===== config.mk =====
export PLATFORM = sky130hd
export DESIGN_NAME = io_in_fifo
export DESIGN_NICKNAME = d
export VERILOG_FILES = /design/src/rtl/io_in_fifo.sv
export SDC_FILE = /design/constraint.sdc
export NUM_CORES = 1
export LEC_CHECK = 0
export ABC_AREA = 1
export BUFFER_PORTS_ARGS = -buffer_cell sky130_fd_sc_hd__buf_4
export CAP_MARGIN = 20
export CORE_AREA = 2 2 101 200
export CTS_CLUSTER_DIAMETER = 80
export DETAILED_ROUTE_END_ITERATION = 6
export DIE_AREA = 0 0 103 202
export PLACE_DENSITY = 0.76
export SETUP_SLACK_MARGIN = 0.15
export SLEW_MARGIN = 40
export SYNTH_ARGS = -nofsm -noshare
export SYNTH_HDL_FRONTEND = slang
export SYNTH_SLANG_ARGS = --single-unit

===== constraint.sdc =====
create_clock -name clk -period 2.6 [get_ports clk]
set_input_delay 0.26 -clock clk [delete_from_list [all_inputs] [get_ports clk]]
set_output_delay 0.26 -clock clk [all_outputs]
set_load 0.005 [all_outputs]

===== src/rtl/io_in_fifo.sv =====
// Input-port FIFO peripheral: buffers a valid/ready sample stream for INN reads
// at a data port (pop) and a status port, and pulses itr on a fill-level crossing.
module io_in_fifo #(
    parameter int NUBITS = 16,
    parameter int NBIOIN = 2,
    parameter int DEPTH  = 16,
    parameter int DADDR  = 0,
    parameter int SADDR  = 1,
    parameter int ITRLVL = 8
) (
    input  logic              clk,
    input  logic              rst,
    input  logic [NUBITS-1:0] s_data,
    input  logic              s_valid,
    output logic              s_ready,
    input  logic              req_in,
    input  logic [NBIOIN-1:0] addr_in,
    output logic [NUBITS-1:0] io_in,
    output logic              itr,
    output logic              ovf
);

    localparam int AW = $clog2(DEPTH);
    localparam int CW = $clog2(DEPTH + 1);
    localparam logic [CW-1:0]     FULL_LVL = CW'(DEPTH);
    localparam logic [CW-1:0]     ITR_LVL  = CW'(ITRLVL);
    localparam logic [NBIOIN-1:0] D_ADDR   = NBIOIN'(DADDR);
    localparam logic [NBIOIN-1:0] S_ADDR   = NBIOIN'(SADDR);

    logic [NUBITS-1:0] mem_q [DEPTH];
    logic [AW-1:0]     wptr_q, wptr_d;
    logic [AW-1:0]     rptr_q, rptr_d;
    logic [CW-1:0]     count_q, count_d;
    logic              ovf_q, ovf_d;
    logic              udf_q, udf_d;
    logic              itr_q, itr_d;

    logic push, pop, data_rd, stat_rd, udf_set, ovf_set;
    logic [NUBITS-1:0] status;

    // Valid/ready: a sample transfers on any posedge where s_valid and s_ready are both
    // high; s_ready depends on the registered count only, never on the read side.
    assign s_ready = (count_q != FULL_LVL);
    assign push    = s_valid & s_ready;
    assign ovf_set = s_valid & ~s_ready;
    assign data_rd = req_in & (addr_in == D_ADDR);
    assign stat_rd = req_in & (addr_in == S_ADDR);
    assign pop     = data_rd & (count_q != '0);
    assign udf_set = data_rd & (count_q == '0);

    always_comb begin
        wptr_d  = push ? wptr_q + AW'(1) : wptr_q;
        rptr_d  = pop  ? rptr_q + AW'(1) : rptr_q;
        count_d = count_q;
        if (push && !pop) begin
            count_d = count_q + CW'(1);
        end else if (pop && !push) begin
            count_d = count_q - CW'(1);
        end
        // A flag raised in the same cycle as a status read survives the clear.
        ovf_d = ovf_set | (ovf_q & ~stat_rd);
        udf_d = udf_set | (udf_q & ~stat_rd);
        itr_d = (ITRLVL != 0) && (count_d >= ITR_LVL) && (count_q < ITR_LVL);
    end

    always_ff @(posedge clk) begin
        if (rst) begin
            wptr_q  <= '0;
            rptr_q  <= '0;
            count_q <= '0;
            ovf_q   <= 1'b0;
            udf_q   <= 1'b0;
            itr_q   <= 1'b0;
        end else begin
            wptr_q  <= wptr_d;
            rptr_q  <= rptr_d;
            count_q <= count_d;
            ovf_q   <= ovf_d;
            udf_q   <= udf_d;
            itr_q   <= itr_d;
        end
    end

    // Storage needs no reset: count gates every read of it.
    always_ff @(posedge clk) begin
        if (push) begin
            mem_q[wptr_q] <= s_data;
        end
    end

    always_comb begin
        status         = '0;
        status[CW-1:0] = count_q;
        status[CW]     = ovf_q;
        status[CW+1]   = udf_q;
    end

    always_comb begin
        io_in = '0;
        if (addr_in == D_ADDR) begin
            if (count_q != '0) begin
                io_in = mem_q[rptr_q];
            end
        end else if (addr_in == S_ADDR) begin
            io_in = status;
        end
    end

    assign itr = itr_q;
    assign ovf = ovf_q;

endmodule


==> run summary, run 1 <==
SYNTHESIS
----------------------------------------------------------------------------------------
Ys flop type                                                                    edfxtp_1
Net count after synthesis                                                            962
Cell types with the highest counts after synthesis                          edfxtp_1 (256), nor2_1 (182), o21ai_0 (106), nand2_1 (104), nand3_1 (41)
Number of synthesized register bits                                                  276
Sequential-to-total area share from yosys stat                                     0.714
Cell taking the most area after synthesis                                       edfxtp_1
Number of synthesized flops with an enable pin                                       256
Post-synth cell types                                                                 34
Most repeated cell in the gate-level netlist after synthesis                    edfxtp_1
Biggest area contributors in the synthesized netlist                        edfxtp_1 (68%), nor2_1 (6.0%), o21ai_0 (4.7%), dfxtp_1 (3.5%), nand2_1 (3.4%)
Mean cell area of the mapped netlist                                            12.1 µm²
Post-synth design cell area                                                   0.0113 mm²
Share of Yosys cell area claimed by the top area cell type                         0.679
Synth Instances                                                                      933
Asr flop ratio synth                                                                   0
Yosys warns                                                                            0

MIN PATH
----------------------------------------------------------------------------------------
Worst hold-check path type                                                  primary input to register
Worst hold path cell count                                                             3
Hold Startpoint                                                                  s_valid

CTS
----------------------------------------------------------------------------------------
Clock tree buffer depth                                                                3
CTS tree                                                                             yes
Clock sink count                                                                     276
CTS buffer count                                                                      23
Clock transition at path regs                                                      70 ps
Root buffer cell                                                               clkbuf_16
Total number of H-tree levels                                                          1
Clk Latency, worst-skew pair                                                      530 ps

PLACEMENT
----------------------------------------------------------------------------------------
Total half-perimeter wirelength after legalization and detailed placement       17000 µm
GPL Wtd Cong                                                                       0.883
Port Buffers                                                                          40
Worst slack at placement                                                          534 ps

SETUP PATH
----------------------------------------------------------------------------------------
Crit path arrival time                                                           2240 ps
Number of cells on the critical path                                                  10
Worst Setup End Kind                                                          output pin
Cell family with the largest share of critical-path delay                   buffers and inverters
R2R depth                                                                              8
Critical Setup Path Class                                                   register to output pin
Reg-to-Reg Start                                                              count_q[1]
Endpoint of the worst register-to-register path                             mem_q[14][10]
Crit path largest cell delay                                                      400 ps
Most frequent cell on the critical path                                          nand2_1
Startpoint types                                                                register
Cell chain of the critical path                                             buf_12, buf_12, clkbuf_16, o211ai_1, o211ai_1, nand3_1, nand2_1, nand2_1, nand2_1, buf_4
CP max stage cell                                                                dfxtp_4
Highest fanout seen on the critical path                                              12
Required @ worst endpoint                                                        2340 ps
Capture point of the critical path                                              io_in[2]
Critical path buffer and inverter count                                                4
Reg-to-reg slack, setup                                                           560 ps

DRT
----------------------------------------------------------------------------------------
Detail-routed via count per cell                                                    6.14
Residual DRC                                                                           0
Number of nets with antenna violations after detailed routing                          0
First-iteration detailed-routing DRC count                                          1096
Wire length after detailed routing                                              30400 µm
Pre-antenna DRT Iters                                                                  6
Routed via count                                                                    7875
WL/cell                                                                          23.7 µm

STA
----------------------------------------------------------------------------------------
Worst slew margin relative to its limit                                            0.648
Unrepaired setup endpoints after global routing                                     true
Final count of negative-setup-slack endpoints                                          0
Final critical-path required period                                              2500 ps
Least-Margin Pin Slew                                                             527 ps
Clock tree skew after final layout                                               10.7 ps
Crit path setup slack, layout                                                     105 ps
Final hold viol count                                                                  0
Final worst-path cycle share                                                       0.960
Fmax                                                                             401 MHz
Number of max-slew violations in the final report                                      0

FLOORPLANNING
----------------------------------------------------------------------------------------
FP Rows                                                                               72
Initial core utilization                                                           0.587
Vertical die dimension                                                            202 µm
Floorplan die area                                                            0.0208 mm²
Die width                                                                         103 µm
Core Footprint                                                                0.0193 mm²
Total I/O pin count                                                                   41

POWER AND IR DROP
----------------------------------------------------------------------------------------
Peak supply drop                                                              0.000597 V
Overall power consumption                                                        9.77 mW
Power per unit of standard cell area                                          735 mW/mm²
Cell leakage power                                                               4.67 nW

STATUS
----------------------------------------------------------------------------------------
Status                                                                      finished clean

FINAL LAYOUT
----------------------------------------------------------------------------------------
Antenna cell count                                                                     0
Share of layout cells above drive strength 1                                       0.181
Number of nets in the layout                                                        1036
Area growth syn-to-layout                                                          17.4%

GLOBAL ROUTE
----------------------------------------------------------------------------------------
Largest net degree at the start of global routing                                     50
Vias in the first global route                                                      7749
Number of antenna violations at the first check in global routing                      0
Tot GR Track Use                                                                   0.280
Total gr overflow                                                                      0
First-pass GRT wire length                                                      42600 µm

RUN
----------------------------------------------------------------------------------------
Number of violations of the max-capacitance limit                                      0

registers in the layout, indices dropped and copies added (netlist names), named ones only:
signal,cells
wptr_q,4
ovf,1
mem_q,256
udf_q,1
count_q,5
rptr_q,4
itr,1
final cells by class:
class                           instances  area (µm²)
Tap cell                              259         324
Timing Repair inverter                  2        22.5
Sequential cell                       276        8100
Fill cell                            1320        5980
Inverter                               37         179
Clock inverter                         11         203
Clock buffer                           30         612
Multi-Input combinational cell        569        2840
Timing Repair Buffer                   98        1020
kinds of logic after synthesis:
| group | count (synthesis) | synth area share |
|---|---|---|
| DFF | 276 | 0.714 |
| adders and majority gates | 7 | 0.00773 |
| AOI/OAI and AO/OA | 217 | 0.108 |
| xor gates and xnor gates | 2 | 0.00155 |
| buffers and inverters | 88 | 0.0436 |
| and+or+nand+nor | 343 | 0.125 |
power breakdown:
group / total (mW) / internal (mW) / switching [mW]
clock network: 3.78 / 2.26 / 1.53
registers: 4.99 / 4.94 / 0.0514
logic: 1.00 / 0.360 / 0.640
worst min path at each step:
stage	to	slack (ps)
6_report	ovf	30
5_1_grt	ovf	50
4_1_cts	ovf	20
3_5_place_dp	ovf	470
3_3_place_gp	rptr_q[2]	470
2_1_floorplan	mem_q[0][0]	360
through the flow:
stage	instance area [µm²]	TNS (ps)	util	hold slack [ps]	instances
final	13300	0	0.690	31.1	1282
after detailed placement	12000	0	0.624	475	1222
after CTS	13000	0	0.672	17.7	1266
after global placement	12000	0	0.624	470	1222
after floorplan	11300	0	-	359	933
after global routing	13300	-17.2	0.690	51.0	1282
worst register-to-register path: stages, from the launching register on:
cell and delay, ps:
dfxtp_1 420, inv_1 70, ha_1 230, nand3_2 130, nand2_4 100, inv_4 120, nand2_1 150, nor2_2 340
buf_12 210
repair_timing:
item | in CTS | in global routing
gates cloned | 2 | 9
setup endpoints to repair | 15 | 16
hold endpoints to repair | 6 | 0
setup buffers | 0 | 7
hold buffers | 1 | 0
pin swaps | 0 | 14
gates resized for setup | 9 | 36
per-layer routing:
metal | part of all wire | global-route usage
met1 | 0.33 | 0.325
met5 | 0 | 0
met3 | 0.086 | 0.0297
met4 | 0.060 | 0.176
met2 | 0.53 | 0.482
placed cells by master (no fill, tap or decap), types with 3 or more instances in the layout:
cell type	n
clkbuf_1	6
nor2_2	22
buf_4	75
dfxtp_1	17
buf_12	8
a21oi_2	6
nand2_1	101
nand3_1	40
clkinv_2	4
inv_1	30
nor3_1	4
o21ai_0	98
o22ai_1	23
o211ai_1	40
buf_16	3
clkbuf_16	29
edfxtp_1	256
nand3_2	4
nor2_1	161
inv_4	3
bufinv_16	6
a21oi_1	17
buf_6	5
ha_1	7
nand2_2	4
nand2_4	3
o21ai_1	31
No activity file was read; power rests on OpenSTA's default activity.
==> inputs of run 2 (changes only) <==
ABC_AREA = default   (was 1)
CORE_AREA = 2 2 99 196   (was 2 2 101 200)
DIE_AREA = 0 0 101 198   (was 0 0 103 202)
==> run 2 against run 1 <==
  * Fmax is 2.6% lower
  * Total power is 0.22% higher
  * Sequential cell count stayed put
  * Global-route usage is 2.2 points lower
  * Highest routed layer unchanged
==> run summary, run 2 <==
PLACEMENT
----------------------------------------------------------------------------------------
Total half-perimeter wirelength after legalization and detailed placement       16000 µm   -6.1%
GPL Wtd Cong                                                                       0.845   -4.4%
Port Buffers                                                                          40   unchanged

DRT
----------------------------------------------------------------------------------------
Wire length after detailed routing                                              25600 µm   -16%
Pre-antenna DRT Iters                                                                  5   -1
First-iteration detailed-routing DRC count                                           404   -63%
Detail-routed via count per cell                                                    6.37   +3.6%
Residual DRC                                                                           0   unchanged
Number of nets with antenna violations after detailed routing                          0   unchanged
Routed via count                                                                    5679   -28%
WL/cell                                                                          28.7 µm   +21%

STA
----------------------------------------------------------------------------------------
Unrepaired setup endpoints after global routing                                     true
Final critical-path required period                                              2560 ps   +66.2 ps
Final hold viol count                                                                  0   unchanged
Fmax                                                                             390 MHz   -2.6%
Number of max-slew violations in the final report                                      0   unchanged
Final total negative setup slack                                                    0 ps   unchanged
Final worst-path cycle share                                                       0.985   +0.0255
Worst slew margin relative to its limit                                            0.427   -0.220
Least-Margin Pin Slew                                                             857 ps   +330 ps
Clock tree skew after final layout                                               14.5 ps   +3.83 ps
Final count of negative-setup-slack endpoints                                          0   unchanged

SYNTHESIS
----------------------------------------------------------------------------------------
Cell types with the highest counts after synthesis                          edfxtp_1 (256), mux4_2 (52), mux2i_1 (47), nor2_1 (29), dfxtp_1 (20)
Share of Yosys cell area claimed by the top area cell type                         0.705   +0.0258
Post-synth design cell area                                                   0.0109 mm²   -3.7%
Number of synthesized flops with an enable pin                                       256   unchanged
Most repeated cell in the gate-level netlist after synthesis                    edfxtp_1
Synth Instances                                                                      550   -41%
Ys flop type                                                                    edfxtp_1
Yosys warns                                                                            0   unchanged
Cell taking the most area after synthesis                                       edfxtp_1
Net count after synthesis                                                            579   -40%
Mean cell area of the mapped netlist                                            19.8 µm²   +63%
Post-synth cell types                                                                 49   +44%
Biggest area contributors in the synthesized netlist                        edfxtp_1 (70%), mux4_2 (11%), mux2i_1 (4.3%), dfxtp_1 (3.7%), a22oi_1 (1.2%)
Asr flop ratio synth                                                                   0   unchanged
Sequential-to-total area share from yosys stat                                     0.741   +0.0272
Number of synthesized register bits                                                  276   unchanged

FINAL LAYOUT
----------------------------------------------------------------------------------------
Share of layout cells above drive strength 1                                       0.395   +0.214
Commonest non-fill, non-tap cells in the layout                             edfxtp_1 (256), buf_4 (85), mux4_2 (52), mux2i_1 (40), clkbuf_16 (27)
Regs by FF count                                                            mem_q x256, count_q x5
Area growth syn-to-layout                                                          21.1%
Antenna cell count                                                                     0   unchanged
Most common cell after layout, fill and taps aside                              edfxtp_1
Number of nets in the layout                                                         685   -34%
Register ranked first by flip-flop count                                           mem_q
Max reg flops                                                                        256   unchanged

FLOORPLANNING
----------------------------------------------------------------------------------------
Core Footprint                                                                0.0187 mm²   -3.2%
Die width                                                                         101 µm   -1.9%
Floorplan die area                                                            0.0200 mm²   -3.9%
Vertical die dimension                                                            198 µm   -2.0%
FP Rows                                                                               71   -1.4%
Initial core utilization                                                           0.585   -0.00265
Total I/O pin count                                                                   41   unchanged

SETUP PATH
----------------------------------------------------------------------------------------
Worst Setup End Kind                                                          output pin
Highest fanout seen on the critical path                                               4   -8
Cell chain of the critical path                                             buf_12, buf_12, buf_8, mux4_2, a22oi_2, nand2_1, buf_4
Crit path largest cell delay                                                      540 ps   +140 ps
Reg-to-Reg Start                                                              count_q[0]
Startpoint types                                                                register
Most frequent cell on the critical path                                           buf_12
Required @ worst endpoint                                                        2340 ps   about the same
Critical Setup Path Class                                                   register to output pin
CP max stage cell                                                                 mux4_2
Crit path arrival time                                                           2300 ps   +60 ps

MIN PATH
----------------------------------------------------------------------------------------
Hold Startpoint                                                                s_data[7]
Worst hold-check path type                                                  primary input to register

POWER AND IR DROP
----------------------------------------------------------------------------------------
Overall power consumption                                                        9.79 mW   +0.22%
Cell leakage power                                                               4.31 nW   -7.6%
Power per unit of standard cell area                                          741 mW/mm²   +0.87%
Peak supply drop                                                              0.000672 V   +13%

CTS
----------------------------------------------------------------------------------------
CTS buffer count                                                                      24   +4.3%
Root buffer cell                                                               clkbuf_16
CTS tree                                                                             yes
Clock sink count                                                                     276   unchanged
Total number of H-tree levels                                                          1   unchanged
Clock tree buffer depth                                                                3   unchanged
Clk Latency, worst-skew pair                                                      530 ps   about the same
Clock transition at path regs                                                      70 ps   about the same

GLOBAL ROUTE
----------------------------------------------------------------------------------------
Global-route met2 utilization                                                      0.461   -0.0212
Global Route met3 Usage                                                           0.0367   +0.00697
Number of antenna violations at the first check in global routing                      0   unchanged
Tot GR Track Use                                                                   0.259   -0.0216
Largest net degree at the start of global routing                                     24   -52%
Total gr overflow                                                                      0   unchanged
First-pass GRT wire length                                                      36900 µm   -14%
Layer with the highest usage after global routing                                   met2
Vias in the first global route                                                      6091   -21%
Met1 layer usage reported by global route                                          0.300   -0.0250

STATUS
----------------------------------------------------------------------------------------
Status                                                                      finished clean

RUN
----------------------------------------------------------------------------------------
Number of violations of the max-capacitance limit                                      0   unchanged

## run 2: changes by cell type in the layout (fill, tap and decap cells not counted), sizes merged, moves of 6 or more
cell | previous run | this run
nand2 | 108 | 13
o211ai | 40 | 2
o22ai | 24 | 9
inv | 37 | 8
a22oi | 1 | 18
nand3 | 44 | 5
buf | 91 | 105
clkbuf | 36 | 30
a21oi | 23 | 2
a32oi | 0 | 6
o21ai | 129 | 2
mux2i | 0 | 47
mux4 | 0 | 52
nor2 | 185 | 29
## run 2: where the power goes
part           switching, mW  internal (mW)  total, mW  leakage, nW
logic                  0.415          0.401      0.816         1.40
registers             0.0387           4.92       4.96         2.48
clock network           1.56           2.47       4.02        0.436
total                   2.01           7.78       9.79         4.31
## run 2: cells by family (layout without fill, tap and decap cells)
group,count (synthesis),after routing,synth area share
xor+xnor,7,7,0.00688
simple gates,79,79,0.0415
fa+ha+maj,7,7,0.00803
mux,100,100,0.152
buf+inv,34,157,0.0156
flops,276,276,0.741
compound gates,47,47,0.0348
## run 2: metrics by stage
stage | setup WS, ps | cell area (µm²) | hold slack [ps] | util | instances
6_report | 38.3 | 13200 | 26.5 | 0.708 | 892
5_1_grt | 3.66 | 13200 | 35.5 | 0.708 | 892
4_1_cts | 66.1 | 13000 | 16.5 | 0.697 | 886
3_5_place_dp | 141 | 11700 | 490 | 0.630 | 825
3_3_place_gp | 172 | 11700 | 479 | 0.630 | 825
2_1_floorplan | 249 | 10900 | 357 | - | 550
## run 2: layer usage
layer	wire length (µm)	vias to the layer above
met1	8700	2935
met4	1240	0
met2	14300	228
met5	0	-
met3	1390	61
li1	-	2455
## run 2: repair_timing
action / 4_1_cts / 5_1_grt
setup buffers: 17 / 4
gates cloned: 0 / 2
pin swaps: 4 / 9
setup endpoints to repair: 16 / 16
endpoints found under the hold margin: 1 / 0
hold buffers: 1 / 0
resized for setup: 44 / 24
## run 2: worst paths after layout
| path | end | slack (ps) | cells past startpoint |
|---|---|---|---|
| min reg2reg | register | 530 | 2 |
| min | mem_q[14][7] | 30 | 1 |
| max | io_in[4] | 40 | 7 |
| max reg2reg | mem_q[0][9] | 450 | 8 |
## run 2: critical path, delay by kind of cell (launching register included)
family                 cells  cell delay, ps
buffers and inverters      4             530
multiplexers               1             540
flip-flops                 1             390
AND/OR/NAND/NOR            1             110
AO/OA/AOI/OAI              1             200
## run 2: cell type report
| cell class | instances | area [µm²] |
|---|---|---|
| Sequential cell | 276 | 8110 |
| Fill cell | 1106 | 5440 |
| Multi-Input combinational cell | 240 | 2880 |
| Timing Repair Buffer | 108 | 1020 |
| Clock buffer | 28 | 637 |
| Tap cell | 219 | 274 |
| Clock inverter | 15 | 267 |
| Inverter | 6 | 27.5 |
==> inputs of run 3 (changes only) <==
clock period = 2.8 ns   (was 2.6 ns; I/O delays follow)
==> run 3 against run 2 <==
  * Wire length fell by 4.2%
  * Die area did not move
  * Utilization fell by 2.7 points
  * Total power fell by 14%
  * Combinational power fell by 22%
  * Final area fell by 3.8%
  * Global-route usage fell by 0.45 points
  * Critical path depth fell by 1
  * First-iteration DRC count rose by 7.2%
  * Largest cell class unchanged
  * Highest routed layer unchanged
==> run summary, run 3 (synthesis gave the netlist of run 2 again) <==
STA
----------------------------------------------------------------------------------------
Final critical-path required period                                              2610 ps
Number of max-slew violations in the final report                                      0   unchanged
Clock tree skew after final layout                                               10.3 ps   -4.24 ps
Unrepaired setup endpoints after global routing                                     true
Final worst-path cycle share                                                       0.931
Least-Margin Pin Slew                                                             557 ps   -300 ps
Final total negative setup slack                                                    0 ps   unchanged
Fmax                                                                             384 MHz
Final hold viol count                                                                  0   unchanged
Worst slew margin relative to its limit                                            0.627   +0.199
Final count of negative-setup-slack endpoints                                          0   unchanged
Crit path setup slack, layout                                                     193 ps   +155 ps

POWER AND IR DROP
----------------------------------------------------------------------------------------
Internal portion of total power                                                  6.67 mW   -14%
Logic pwr share                                                                    0.075   -0.008
Fraction of power consumed by sequential logic                                     0.547   +0.041
Peak supply drop                                                              0.000560 V   -17%
Net Sw Power                                                                     1.76 mW   -13%
Power per unit of standard cell area                                          662 mW/mm²   -11%
Cell leakage power                                                               4.09 nW   -5.2%
Portion of total power attributed to the clock network                             0.377   -0.034
Sw frac                                                                            0.209   +0.00337

GLOBAL ROUTE
----------------------------------------------------------------------------------------
Total gr overflow                                                                      0   unchanged
First-pass GRT wire length                                                      36400 µm   -1.3%
Vias in the first global route                                                      5985   -1.7%
Tot GR Track Use                                                                   0.254   -0.00452
Largest net degree at the start of global routing                                     34   +42%
Global Route met3 Usage                                                           0.0357   -0.00106
Number of antenna violations at the first check in global routing                      0   unchanged
Met1 layer usage reported by global route                                          0.310   +0.00998
Global-route met2 utilization                                                      0.460   -0.00123
Layer with the highest usage after global routing                                   met2

SETUP PATH
----------------------------------------------------------------------------------------
Startpoint types                                                                register
Crit path arrival time                                                           2330 ps   +30 ps
Reg-to-reg slack, setup                                                           610 ps   +160 ps
Worst Setup End Kind                                                          output pin
Required @ worst endpoint                                                        2520 ps   +180 ps
Highest fanout seen on the critical path                                              33   +29
Critical Setup Path Class                                                   register to output pin

FINAL LAYOUT
----------------------------------------------------------------------------------------
Fillers                                                                             1178   +6.5%
Commonest non-fill, non-tap cells in the layout                             edfxtp_1 (256), buf_4 (78), mux4_2 (52), mux2i_1 (47), clkbuf_16 (25)
Share of layout cells above drive strength 1                                       0.327   -0.0686
Multi-input logic area                                                       0.00279 mm²   -3.0%
Area growth syn-to-layout                                                          16.6%
Regs by FF count                                                            mem_q x256, count_q x5
Most common cell after layout, fill and taps aside                              edfxtp_1
Antenna cell count                                                                     0   unchanged
FF+latch area                                                                0.00810 mm²   about the same
Max reg flops                                                                        256   unchanged
Register ranked first by flip-flop count                                           mem_q
Number of nets in the layout                                                         667   -2.6%

DRT
----------------------------------------------------------------------------------------
First-iteration detailed-routing DRC count                                           433   +7.2%
Number of nets with antenna violations after detailed routing                          0   unchanged
Wire length after detailed routing                                              24500 µm   -4.2%
Detail-routed via count per cell                                                    6.54   +2.7%
Pre-antenna DRT Iters                                                                  5   unchanged
WL/cell                                                                          28.2 µm   -1.9%
Routed via count                                                                    5693   +0.25%
Residual DRC                                                                           0   unchanged

CTS
----------------------------------------------------------------------------------------
Clock tree buffer depth                                                                3   unchanged
Root buffer cell                                                               clkbuf_16
Clock transition at path regs                                                      60 ps   about the same
Clk Latency, worst-skew pair                                                      520 ps   about the same
Clock sink count                                                                     276   unchanged
CTS buffer count                                                                      24   unchanged
Total number of H-tree levels                                                          1   unchanged
CTS tree                                                                             yes

STATUS
----------------------------------------------------------------------------------------
Status                                                                      finished clean

PLACEMENT
----------------------------------------------------------------------------------------
Total half-perimeter wirelength after legalization and detailed placement       15400 µm   -3.9%
GPL Wtd Cong                                                                       0.843   -0.14%
Port Buffers                                                                          40   unchanged
Worst slack at placement                                                          383 ps   +242 ps

FLOORPLANNING
----------------------------------------------------------------------------------------
Total I/O pin count                                                                   41   unchanged
Core Footprint                                                                0.0187 mm²   unchanged
Vertical die dimension                                                            198 µm   unchanged
FP Rows                                                                               71   unchanged
Initial core utilization                                                           0.585   unchanged
Floorplan die area                                                            0.0200 mm²   unchanged
Die width                                                                         101 µm   unchanged

MIN PATH
----------------------------------------------------------------------------------------
Worst hold-check path type                                                  primary input to register

RUN
----------------------------------------------------------------------------------------
Number of violations of the max-capacitance limit                                      0   unchanged

## run 3: cell types whose count changed in the layout (fill, tap and decap cells not counted), sizes merged
cell      delta
inv          -2
bufinv       -5
clkbuf       +1
buf         -17
clkinv       +2
clkinvlp     -1
or3          +1
## run 3: per-layer routing
layer	routed length, µm	up-vias
met4	857	0
li1	-	2417
met2	13600	229
met1	8710	2994
met3	1310	53
met5	0	-
## run 3: power groups by stage
stage,clock network [mW],logic (mW),registers [mW]
3_3_place_gp,0,0.527,4.71
3_5_place_dp,0,0.544,4.71
6_report,3.18,0.636,4.61
2_1_floorplan,0,0.348,4.68
4_1_cts,3.21,0.598,4.61
5_1_grt,3.38,0.679,4.62
## run 3: worst max-delay path: stages, from the launching register on
cell and delay (ps):
dfxtp_2 440, buf_12 250, mux4_2 530, mux2i_1 200, o2bb2a_4 150, o21ai_1 70, buf_4 150
## run 3: path summary, 6_finish.rpt
check                   from      endpoint  depth (start not counted)
setup / recovery    register      io_in[6]                          6
hold / removal     s_data[8]  mem_q[13][8]                          1
setup reg to reg  count_q[2]  mem_q[0][13]                          5
hold reg to reg    rptr_q[3]      register                          2
## run 3: final cells by class
| type | instances | share of cell area |
|---|---|---|
| clock inverter | 9 | 0.00689 |
| multi-input combinational | 241 | 0.220 |
| sequential | 276 | 0.637 |
| clock buffer | 31 | 0.0510 |
| tap | 219 | 0.0215 |
| inverter | 6 | 0.00177 |
| timing repair buffer | 89 | 0.0619 |
## run 3: stage by stage
step	instance area [µm²]	instances	power (mW)	utilization	hold WS (ps)
floorplan	10900	550	5.03	-	377
global placement	11700	820	5.23	0.630	499
detailed placement	11700	820	5.25	0.630	498
CTS	12600	868	8.41	0.677	53.8
global route	12700	871	8.67	0.682	65.9
finish	12700	871	8.42	0.682	62.9
## run 3: what timing repair did
item | CTS | global route
endpoints found under the hold margin | 1 | 0
buffers inserted | 7 | 2
endpoints found under the setup margin | 16 | 16
gates resized for setup | 10 | 13
hold buffers | 1 | 0
pin swaps | 3 | 1
cloned | 0 | 1
